===== src/rtl/arbiter_rr8.sv =====
// Eight-way round-robin arbiter with hold limit.
// One-hot grant is decoded from a registered winner index.
module arbiter_rr8 #(
  parameter int unsigned MAX_HOLD = 16
) (
  input  logic       clk,
  input  logic       rst_n,
  input  logic [7:0] req,
  input  logic       done,
  output logic [7:0] grant,
  output logic [2:0] grant_idx,
  output logic       grant_valid,
  output logic       timeout
);

  localparam int unsigned HW = $clog2(MAX_HOLD);

  typedef enum logic {
    IDLE,
    BUSY
  } state_t;

  state_t          state_q, state_d;
  logic [2:0]      ptr_q, ptr_d;
  logic [2:0]      idx_q, idx_d;
  logic [HW-1:0]   hold_q, hold_d;
  logic            timeout_q, timeout_d;
  logic [2:0]      win;
  logic [2:0]      cand;

  // Scan downward so the lowest offset from ptr wins.
  always_comb begin
    win  = ptr_q;
    cand = ptr_q;
    for (int i = 7; i >= 0; i--) begin
      cand = ptr_q + 3'(i);
      if (req[cand]) win = cand;
    end
  end

  always_comb begin
    state_d   = state_q;
    ptr_d     = ptr_q;
    idx_d     = idx_q;
    hold_d    = hold_q;
    timeout_d = 1'b0;
    unique case (state_q)
      IDLE: begin
        if (req != 8'h00) begin
          state_d = BUSY;
          idx_d   = win;
          hold_d  = '0;
        end
      end
      BUSY: begin
        hold_d = hold_q + HW'(1);
        if (done) begin
          state_d = IDLE;
          ptr_d   = idx_q + 3'd1;
        end else if (hold_q == HW'(MAX_HOLD - 1)) begin
          state_d   = IDLE;
          ptr_d     = idx_q + 3'd1;
          timeout_d = 1'b1;
        end
      end
      default: state_d = IDLE;
    endcase
  end

  always_ff @(posedge clk or negedge rst_n) begin
    if (!rst_n) begin
      state_q   <= IDLE;
      ptr_q     <= 3'd0;
      idx_q     <= 3'd0;
      hold_q    <= '0;
      timeout_q <= 1'b0;
    end else begin
      state_q   <= state_d;
      ptr_q     <= ptr_d;
      idx_q     <= idx_d;
      hold_q    <= hold_d;
      timeout_q <= timeout_d;
    end
  end

  assign grant_valid = (state_q == BUSY);
  assign grant       = grant_valid ? (8'b1 << idx_q) : 8'h00;
  assign grant_idx   = idx_q;
  assign timeout     = timeout_q;

endmodule


===== config.mk =====
export PLATFORM = sky130hd
export DESIGN_NAME = arbiter_rr8
export DESIGN_NICKNAME = d
export VERILOG_FILES = /design/src/rtl/arbiter_rr8.sv
export SDC_FILE = /design/constraint.sdc
export NUM_CORES = 1
export LEC_CHECK = 0
export ABC_AREA = 1
export CAP_MARGIN = 20
export CORE_MARGIN = 3
export CORE_UTILIZATION = 35
export DETAILED_ROUTE_END_ITERATION = 7
export GPL_ROUTABILITY_DRIVEN = 0
export SKIP_CTS_REPAIR_TIMING = 1
export SYNTH_ARGS = -nofsm -noshare
export SYNTH_HDL_FRONTEND = slang
export SYNTH_SLANG_ARGS = --single-unit

===== constraint.sdc =====
create_clock -name clk -period 2.3 [get_ports clk]
set_clock_uncertainty 0.2 [all_clocks]
set_input_delay 0.345 -clock clk [delete_from_list [all_inputs] [get_ports clk]]
set_output_delay 0.345 -clock clk [all_outputs]
set_load 0.005 [all_outputs]

==> run summary, run 1 <==
Die area -> 4620 um2
Worst EP arrival -> 1620 ps
Fillers -> 376
Post-synthesis sequential area ratio -> 0.223
Post-route clock period utilization -> 0.940
Final HPWL DP -> 2570 um
CP Cell Sequence -> ha_1 -> ha_1 -> nand2_1 -> inv_1 -> clkdlybuf4s50_1
Die Y -> 68.0 um
DRC -> 0
Gr ovfl total -> 0
Tmin final -> 2160 ps
Core Region -> 3520 um2
Status -> completed
Hold Vio Cnt, Final -> 0
Leak Pwr -> 0.909 nW
Worst slew pin tran -> 540 ps
Slew Limit Fails -> 0
Crit Path Category -> reg2out
Critical Path End -> grant[7]
Drt wl/cell -> 10.8 um
Synth Warn # -> 0
Number of diodes -> 0
Largest net degree at the start of global routing -> 13
CTS tree -> yes
Total GRT Usage -> 0.147
Most common cell after layout, fill and taps aside -> nand2_1
VDD IR-drop max -> 754 uV
Detailed Route Iter0 Violations -> 105
Power consumption -> 2.50 mW
Footprint of the multi-input gates -> 903 um2
Nets -> 257
Num CTS Buffers -> 3
Top cells by area, synth -> dfrtp_1 (22%), nand2_1 (18%), nand3_1 (10%)
Clk slew on worst S/H paths -> 60 ps
Synth unique cells -> 26
Vias/cell -> 4.73
FF-to-FF Start -> ptr_q[0]$_DFFE_PN0P_
Worst path bufs/invs -> 2
Required @ worst endpoint -> 1750 ps
Max H-tree Level -> 1
Post-Syn Area per Cell -> 6.56 um2
Root buffer cell -> clkbuf_8
Register area -> 300 um2
CP Max Fanout -> 5
Routed Antenna Nets -> 0
Global-route wire length before repair -> 5300 um
Critical path origin -> grant_idx[0]$_DFFE_PN0P_
Commonest non-fill, non-tap cells in the layout -> nand2_1 (63), nand3_1 (27), clkdlybuf4s50_1 (23)
Syn nets -> 225
Worst rel slew slack -> 0.639
Clock Latency Late Sink -> 240 ps
Register bit total from synthesis -> 12
Highest Clock Rate -> 462 MHz
Layout area overhead -> 27.7%
RSZ-0062 raised after global routing -> false
Setup tns final -> 0 ps
Worst path max stage delay -> 430 ps
R2R depth -> 17
MaxCap Viol Count -> 0
Top-area cell type share of the netlist area -> 0.223
Flop-to-flop setup slack -> 190 ps
Share of layout cells above drive strength 1 -> 0.195
Setup crit start kind -> flip-flop
Vias in the first global route -> 1,242
Row Count -> 21
Cell count after synthesis -> 205
Worst path slowest cell -> dfrtp_1
R2r endpoint -> grant_idx[0]$_DFFE_PN0P_
Io pins -> 24
Worst min path class -> in2async
# port buffers -> 23
Kind of cell adding the most delay to the critical path -> buffers and inverters
# clock sinks -> 12
Endpoints failing setup -> 0
Vias after detailed routing -> 1,334
Power Density -> 1460 nW/um2
Initial Util -> 0.382
Crit end category -> output pin
CP dominant cell by count -> ha_1
Deepest clock path buffer count -> 2
Initial antenna violation count -> 0
WP depth -> 5
Post-Route WL -> 3040 um
Die width -> 68.0 um
Pre-antenna DRT Iters -> 4
Area of the mapped netlist -> 1350 um2
Largest area contributor in the netlist -> dfrtp_1
cells in the mapped netlist, drive strengths merged:
library cell  count
xor2              2
o21ai             5
nand2            75
inv              27
buf               4
nand3            39
clkbuf            1
xnor2             1
nor2             13
nand4             1
and3              1
a21oi            11
o31ai             1
dfrtp            12
nor4              1
a31oi             2
ha                9
cell families after synthesis:
kind of cell,count (synthesis),share of synthesized area
buf+inv,32,0.114
simple gates,130,0.479
fa+ha+maj,9,0.0837
xor+xnor,3,0.0251
flops,12,0.223
compound gates,19,0.0744
sequential cells by signal (all words and copies together) (netlist names):
register,cells
hold_q,4
grant_idx,3
ptr_q,3
grant_valid,1
timeout,1
worst reg2reg max path: cells and delay by family (launching register included):
kind,cells,cell delay (ps)
XOR/XNOR,1,200
flip-flops,1,400
AND/OR/NAND/NOR,12,630
buffers and inverters,3,390
adder cells (fa/ha/maj),1,210
cell type report:
class,count,share of cell area
inverter,27,0.0605
multi-input combinational,161,0.526
timing repair buffer,32,0.173
clock buffer,4,0.0320
tap,46,0.0335
sequential,12,0.175
stage by stage:
stage | instance area (um2) | std cells | util | worst slack (ps) | hold slack [ps]
2_1_floorplan | 1350 | 205 | - | 59.6 | -151
3_3_place_gp | 1650 | 278 | 0.469 | 38.1 | 302
3_5_place_dp | 1650 | 278 | 0.469 | 53.2 | 286
4_1_cts | 1710 | 282 | 0.484 | 34.0 | 276
5_1_grt | 1720 | 282 | 0.488 | 11.0 | 284
6_report | 1720 | 282 | 0.488 | 138 | 254
layer usage:
layer,up-vias,share of wire,global-route usage
met4,0,0.020,0.0496
met2,23,0.49,0.259
met3,4,0.025,0.00985
met5,-,0,0
met1,591,0.47,0.188
li1,716,-,-
power breakdown:
part	switching, mW	total (mW)	internal, mW
registers	0.0848	0.360	0.276
logic	1.12	1.91	0.784
clock network	0.0809	0.232	0.151
worst min-delay path by stage:
stage / endpoint / slack, ps / depth (start not counted)
finish: ptr_q[2]$_DFFE_PN0P_ / 250 / 1
global route: grant_idx[1]$_DFFE_PN0P_ / 280 / 1
CTS: grant_idx[1]$_DFFE_PN0P_ / 280 / 1
detailed placement: hold_q[3]$_DFFE_PN0P_ / 290 / 1
global placement: hold_q[0]$_DFFE_PN0P_ / 300 / 1
floorplan: grant_idx[0]$_DFFE_PN0P_ / -150 / 0
(Power assumes the default switching activity.)
==> inputs of run 2 (changes only) <==
Settings changed: CELL_PAD_IN_SITES_DETAIL_PLACEMENT set to 1, CELL_PAD_IN_SITES_GLOBAL_PLACEMENT set to 2, CORE_UTILIZATION 35 to 28, PLACE_DENSITY_LB_ADDON set to 0.1.
Clock period 2.3 ns to 2.25 ns, I/O delays scaled along.
==> run 2 against run 1 <==
Net effect: die area is 23% higher; sequential power is 8.3% higher; highest routed layer unchanged; final cell count is 3.5% higher; flip-flop and latch count stayed put; global-route usage is 1.6 points higher; combinational power is 22% higher.
==> run summary, run 2 (synthesis gave the netlist of run 1 again) <==
Register area -> 304 um2
Setup ws final -> 107 ps
Hold Vio Cnt, Final -> 0
Largest Register -> hold_q
R2r endpoint -> grant_idx[0]$_DFFE_PN0P_
Die area -> 5670 um2
Drt wl/cell -> 14.8 um
Clock Latency Late Sink -> 240 ps
Io pins -> 24
Max reg flops -> 4
Die Y -> 75.3 um
Status -> completed
DRC -> 0
Final core occ -> 0.409
Slew Limit Fails -> 0
Cell Area, Placed -> 1680 um2
Power Density -> 1580 nW/um2
Vias in the first global route -> 1,568
Pre-antenna DRT Iters -> 4
Row Count -> 24
Global-route wire length before repair -> 7090 um
Tmin final -> 2140 ps
Worst slew pin tran -> 551 ps
Core Region -> 4500 um2
Post-route clock period utilization -> 0.952
Setup tns final -> 0 ps
Worst EP arrival -> 1610 ps
Vias/cell -> 4.90
Footprint of the multi-input gates -> 981 um2
Total GRT Usage -> 0.163
Crit end category -> output pin
Post-Route WL -> 4310 um
Clk slew on worst S/H paths -> 50 ps
Worst min path class -> in2async
Critical Path End -> grant[4]
CP Cell Sequence -> inv_1 -> ha_1 -> inv_1 -> nor2_1 -> clkdlybuf4s50_1
# port buffers -> 23
CTS tree -> yes
Max H-tree Level -> 1
Routed Antenna Nets -> 0
# clock sinks -> 12
Detailed Route Iter0 Violations -> 64
Worst rel slew slack -> 0.631
Crit Path Category -> reg2out
Initial antenna violation count -> 0
Largest net degree at the start of global routing -> 13
Leak Pwr -> 0.957 nW
Setup crit start kind -> flip-flop
Dpl ws -> -40.8 ps
Critical path origin -> grant_idx[0]$_DFFE_PN0P_
CP Max Fanout -> 5
Layout area overhead -> 37.1%
Worst path max stage delay -> 510 ps
MaxCap Viol Count -> 0
Num CTS Buffers -> 3
Root buffer cell -> clkbuf_8
VDD IR-drop max -> 443 uV
Layout Cells excl Fill -> 292
Required @ worst endpoint -> 1710 ps
Final HPWL DP -> 3620 um
Endpoints failing setup -> 0
RSZ-0062 raised after global routing -> true
CP dominant cell by count -> inv_1
Commonest non-fill, non-tap cells in the layout -> nand2_1 (60), nand3_1 (23), clkdlybuf4s50_1 (22)
Gr ovfl total -> 0
Number of diodes -> 0
R2R depth -> 13
Most common cell after layout, fill and taps aside -> nand2_1
Initial Util -> 0.299
Post-route cell area -> 1840 um2
Highest Clock Rate -> 467 MHz
Worst path slowest cell -> clkdlybuf4s50_1
Die width -> 75.3 um
Share of layout cells above drive strength 1 -> 0.279
Nets -> 262
Placed insts -> 287
Flop-to-flop setup slack -> 170 ps
Vias after detailed routing -> 1,431
Power consumption -> 2.91 mW
Deepest clock path buffer count -> 2
FF-to-FF Start -> ptr_q[0]$_DFFE_PN0P_
Hold slack final -> 257 ps
Fillers -> 581
[run 2: cell count changes in the layout (fill, tap and decap cells not counted), moves of 2 or more]
cell and delta:
buf_4 +4, dfrtp_1 -3, dfrtp_2 +3, ha_1 -2
ha_2 +2, inv_1 -3, inv_2 +2, nand2_1 -3
nand2_2 +3, nand3_1 -4, nand3_4 +4
[run 2: layout make-up]
class / count / share of cell area
clock buffer: 3 / 0.0224
inverter: 27 / 0.0604
multi-input combinational: 161 / 0.532
sequential: 12 / 0.165
tap: 52 / 0.0353
timing repair buffer: 37 / 0.185
[run 2: critical path: cells and delay by family, from the launching register on]
| family | cells | cell delay (ps) |
|---|---|---|
| and+or+nand+nor | 1 | 90 |
| DFF | 1 | 440 |
| buffers and inverters | 3 | 680 |
| adders and majority gates | 1 | 160 |
[run 2: worst min-delay path by stage]
stage                     startpoint                       end  slack (ps)  cells after the start
2_1_floorplan                  rst_n  grant_idx[0]$_DFFE_PN0P_        -160                      0
3_3_place_gp   hold_q[3]$_DFFE_PN0P_     hold_q[3]$_DFFE_PN0P_         280                      1
3_5_place_dp   hold_q[3]$_DFFE_PN0P_     hold_q[3]$_DFFE_PN0P_         290                      1
4_1_cts                        rst_n      ptr_q[2]$_DFFE_PN0P_         290                      1
5_1_grt                        rst_n  grant_idx[2]$_DFFE_PN0P_         290                      1
6_report                       rst_n  grant_idx[2]$_DFFE_PN0P_         260                      1
[run 2: power breakdown]
group / switching [mW] / internal (mW) / total, mW
registers: 0.103 / 0.287 / 0.390
logic: 1.38 / 0.948 / 2.33
clock network: 0.0774 / 0.118 / 0.195
[run 2: layer usage]
layer / global-route usage / routed length [um] / vias up
li1: - / - / 726
met1: 0.198 / 1900 / 685
met2: 0.299 / 2280 / 14
met3: 0.0172 / 60 / 6
met4: 0.0505 / 70 / 0
met5: 0 / 0 / -
==> inputs of run 3 (changes only) <==
Settings changed: CELL_PAD_IN_SITES_DETAIL_PLACEMENT 1 to 0.
==> run 3 against run 2 <==
Net effect: final area shrank 2.2%; clock power shrank 3%; worst hold slack gained 8.0 ps; flip-flop and latch count is the same; non-clock buffer count grew 3; via count shrank 0.35%; wire length shrank 9.8%; largest power group unchanged; total power shrank 5.3%; first-iteration DRC count grew 13%; critical path type unchanged.
==> run summary, run 3 (synthesis gave the netlist of run 1 again) <==
Total GRT Usage -> 0.143
Vias after detailed routing -> 1,426
Vias in the first global route -> 1,414
Max reg flops -> 4
Internal Pwr Total -> 1.31 mW
Required @ worst endpoint -> 1710 ps
Largest net degree at the start of global routing -> 13
Deepest clock path buffer count -> 2
Worst min path class -> in2async
Die area -> 5670 um2
Tmin final -> 2150 ps
Combinational share of power -> 0.793
Max H-tree Level -> 1
Initial antenna violation count -> 0
CP Cell Sequence -> ha_1 -> ha_1 -> nand2_1 -> inv_1 -> clkdlybuf4s50_1
Power Density -> 1530 nW/um2
Post-Route WL -> 3890 um
Die Y -> 75.3 um
Num CTS Buffers -> 3
Number of diodes -> 0
Vias/cell -> 4.83
Row Count -> 24
Slew Limit Fails -> 0
Crit Path Category -> reg2out
Io pins -> 24
Final HPWL DP -> 3220 um
DRC -> 0
# port buffers -> 23
Worst path max stage delay -> 430 ps
Clock Latency Late Sink -> 230 ps
Commonest non-fill, non-tap cells in the layout -> nand2_1 (63), nand3_1 (24), clkdlybuf4s50_1 (23)
Share of layout cells above drive strength 1 -> 0.239
Clk pwr share -> 0.069
CTS tree -> yes
Global-route wire length before repair -> 6180 um
Pre-antenna DRT Iters -> 4
Clk slew on worst S/H paths -> 50 ps
# clock sinks -> 12
Most common cell after layout, fill and taps aside -> nand2_1
VDD IR-drop max -> 563 uV
Drt wl/cell -> 13.2 um
MaxCap Viol Count -> 0
Status -> completed
Worst rel slew slack -> 0.626
Highest Clock Rate -> 464 MHz
Sw frac -> 0.524
Post-route cell area -> 1800 um2
Sw power -> 1.44 mW
CP dominant cell by count -> ha_1
Core Region -> 4500 um2
Root buffer cell -> clkbuf_8
Initial Util -> 0.299
RSZ-0062 raised after global routing -> true
Nets -> 265
Flop-to-flop setup slack -> 140 ps
Crit end category -> output pin
Cell Area, Placed -> 1680 um2
Die width -> 75.3 um
Worst slew pin tran -> 559 ps
Post-route clock period utilization -> 0.957
Worst EP arrival -> 1620 ps
R2R depth -> 14
R2r endpoint -> grant_idx[0]$_DFFE_PN0P_
Layout area overhead -> 34.0%
Seq pwr share -> 0.138
Detailed Route Iter0 Violations -> 72
Endpoints failing setup -> 0
Hold Vio Cnt, Final -> 0
Routed Antenna Nets -> 0
Largest Register -> hold_q
Leak Pwr -> 0.949 nW
Gr ovfl total -> 0
Hold slack final -> 265 ps
CP Max Fanout -> 5
FF-to-FF Start -> ptr_q[0]$_DFFE_PN0P_
Worst path slowest cell -> clkdlybuf4s50_1
Setup crit start kind -> flip-flop
==> run 3: worst max-delay path, delay by kind of cell, from the launching register on <==
family / cells / cell delay, ps
AND/OR/NAND/NOR: 1 / 60
flip-flops: 1 / 420
adder cells (fa/ha/maj): 2 / 420
buffers and inverters: 2 / 470
==> run 3: cell type report <==
cell class | instances | area [um2]
Sequential cell | 12 | 300
Timing Repair Buffer | 40 | 362
Multi-Input combinational cell | 161 | 928
Inverter | 27 | 106
Fill cell | 481 | 2700
Clock buffer | 3 | 41.3
Tap cell | 52 | 65.1
==> run 3: routing by layer <==
metal,GRT usage,share of wire
met5,0,0
met1,0.172,0.45
met3,0.0172,0.011
met4,0.0524,0.027
met2,0.258,0.51
==> run 3: through the flow <==
stage	TNS, ps	worst slack, ps	total power, mW	util	instances
finish	0	95.9	2.76	0.400	295
global route	-66.8	-18.8	3.09	0.400	295
global placement	-2.84	-2.84	2.40	0.373	287
detailed placement	-4.04	-4.04	2.42	0.373	287
floorplan	0	9.58	1.82	-	205
CTS	-19.5	-19.5	2.62	0.382	290
==> run 3: worst max-delay path by stage <==
| stage | startpoint | to | slack [ps] | cells after the start |
|---|---|---|---|---|
| 2_1_floorplan | ptr_q[0]$_DFFE_PN0P_ | grant_idx[0]$_DFFE_PN0P_ | 10 | 19 |
| 3_3_place_gp | req[5] | grant_idx[0]$_DFFE_PN0P_ | -3 | 16 |
| 3_5_place_dp | req[5] | grant_idx[0]$_DFFE_PN0P_ | -4 | 16 |
| 4_1_cts | ptr_q[0]$_DFFE_PN0P_ | grant_idx[0]$_DFFE_PN0P_ | -20 | 17 |
| 5_1_grt | ptr_q[0]$_DFFE_PN0P_ | grant_idx[1]$_DFFE_PN0P_ | -20 | 15 |
| 6_report | grant_idx[0]$_DFFE_PN0P_ | grant[3] | 100 | 5 |
==> run 3: power by group through the flow <==
stage | clock, mW | sequential, mW | combinational (mW)
floorplan | 0 | 0.337 | 1.48
global placement | 0 | 0.376 | 2.02
detailed placement | 0 | 0.380 | 2.04
CTS | 0.197 | 0.376 | 2.04
global route | 0.211 | 0.387 | 2.50
finish | 0.190 | 0.381 | 2.19
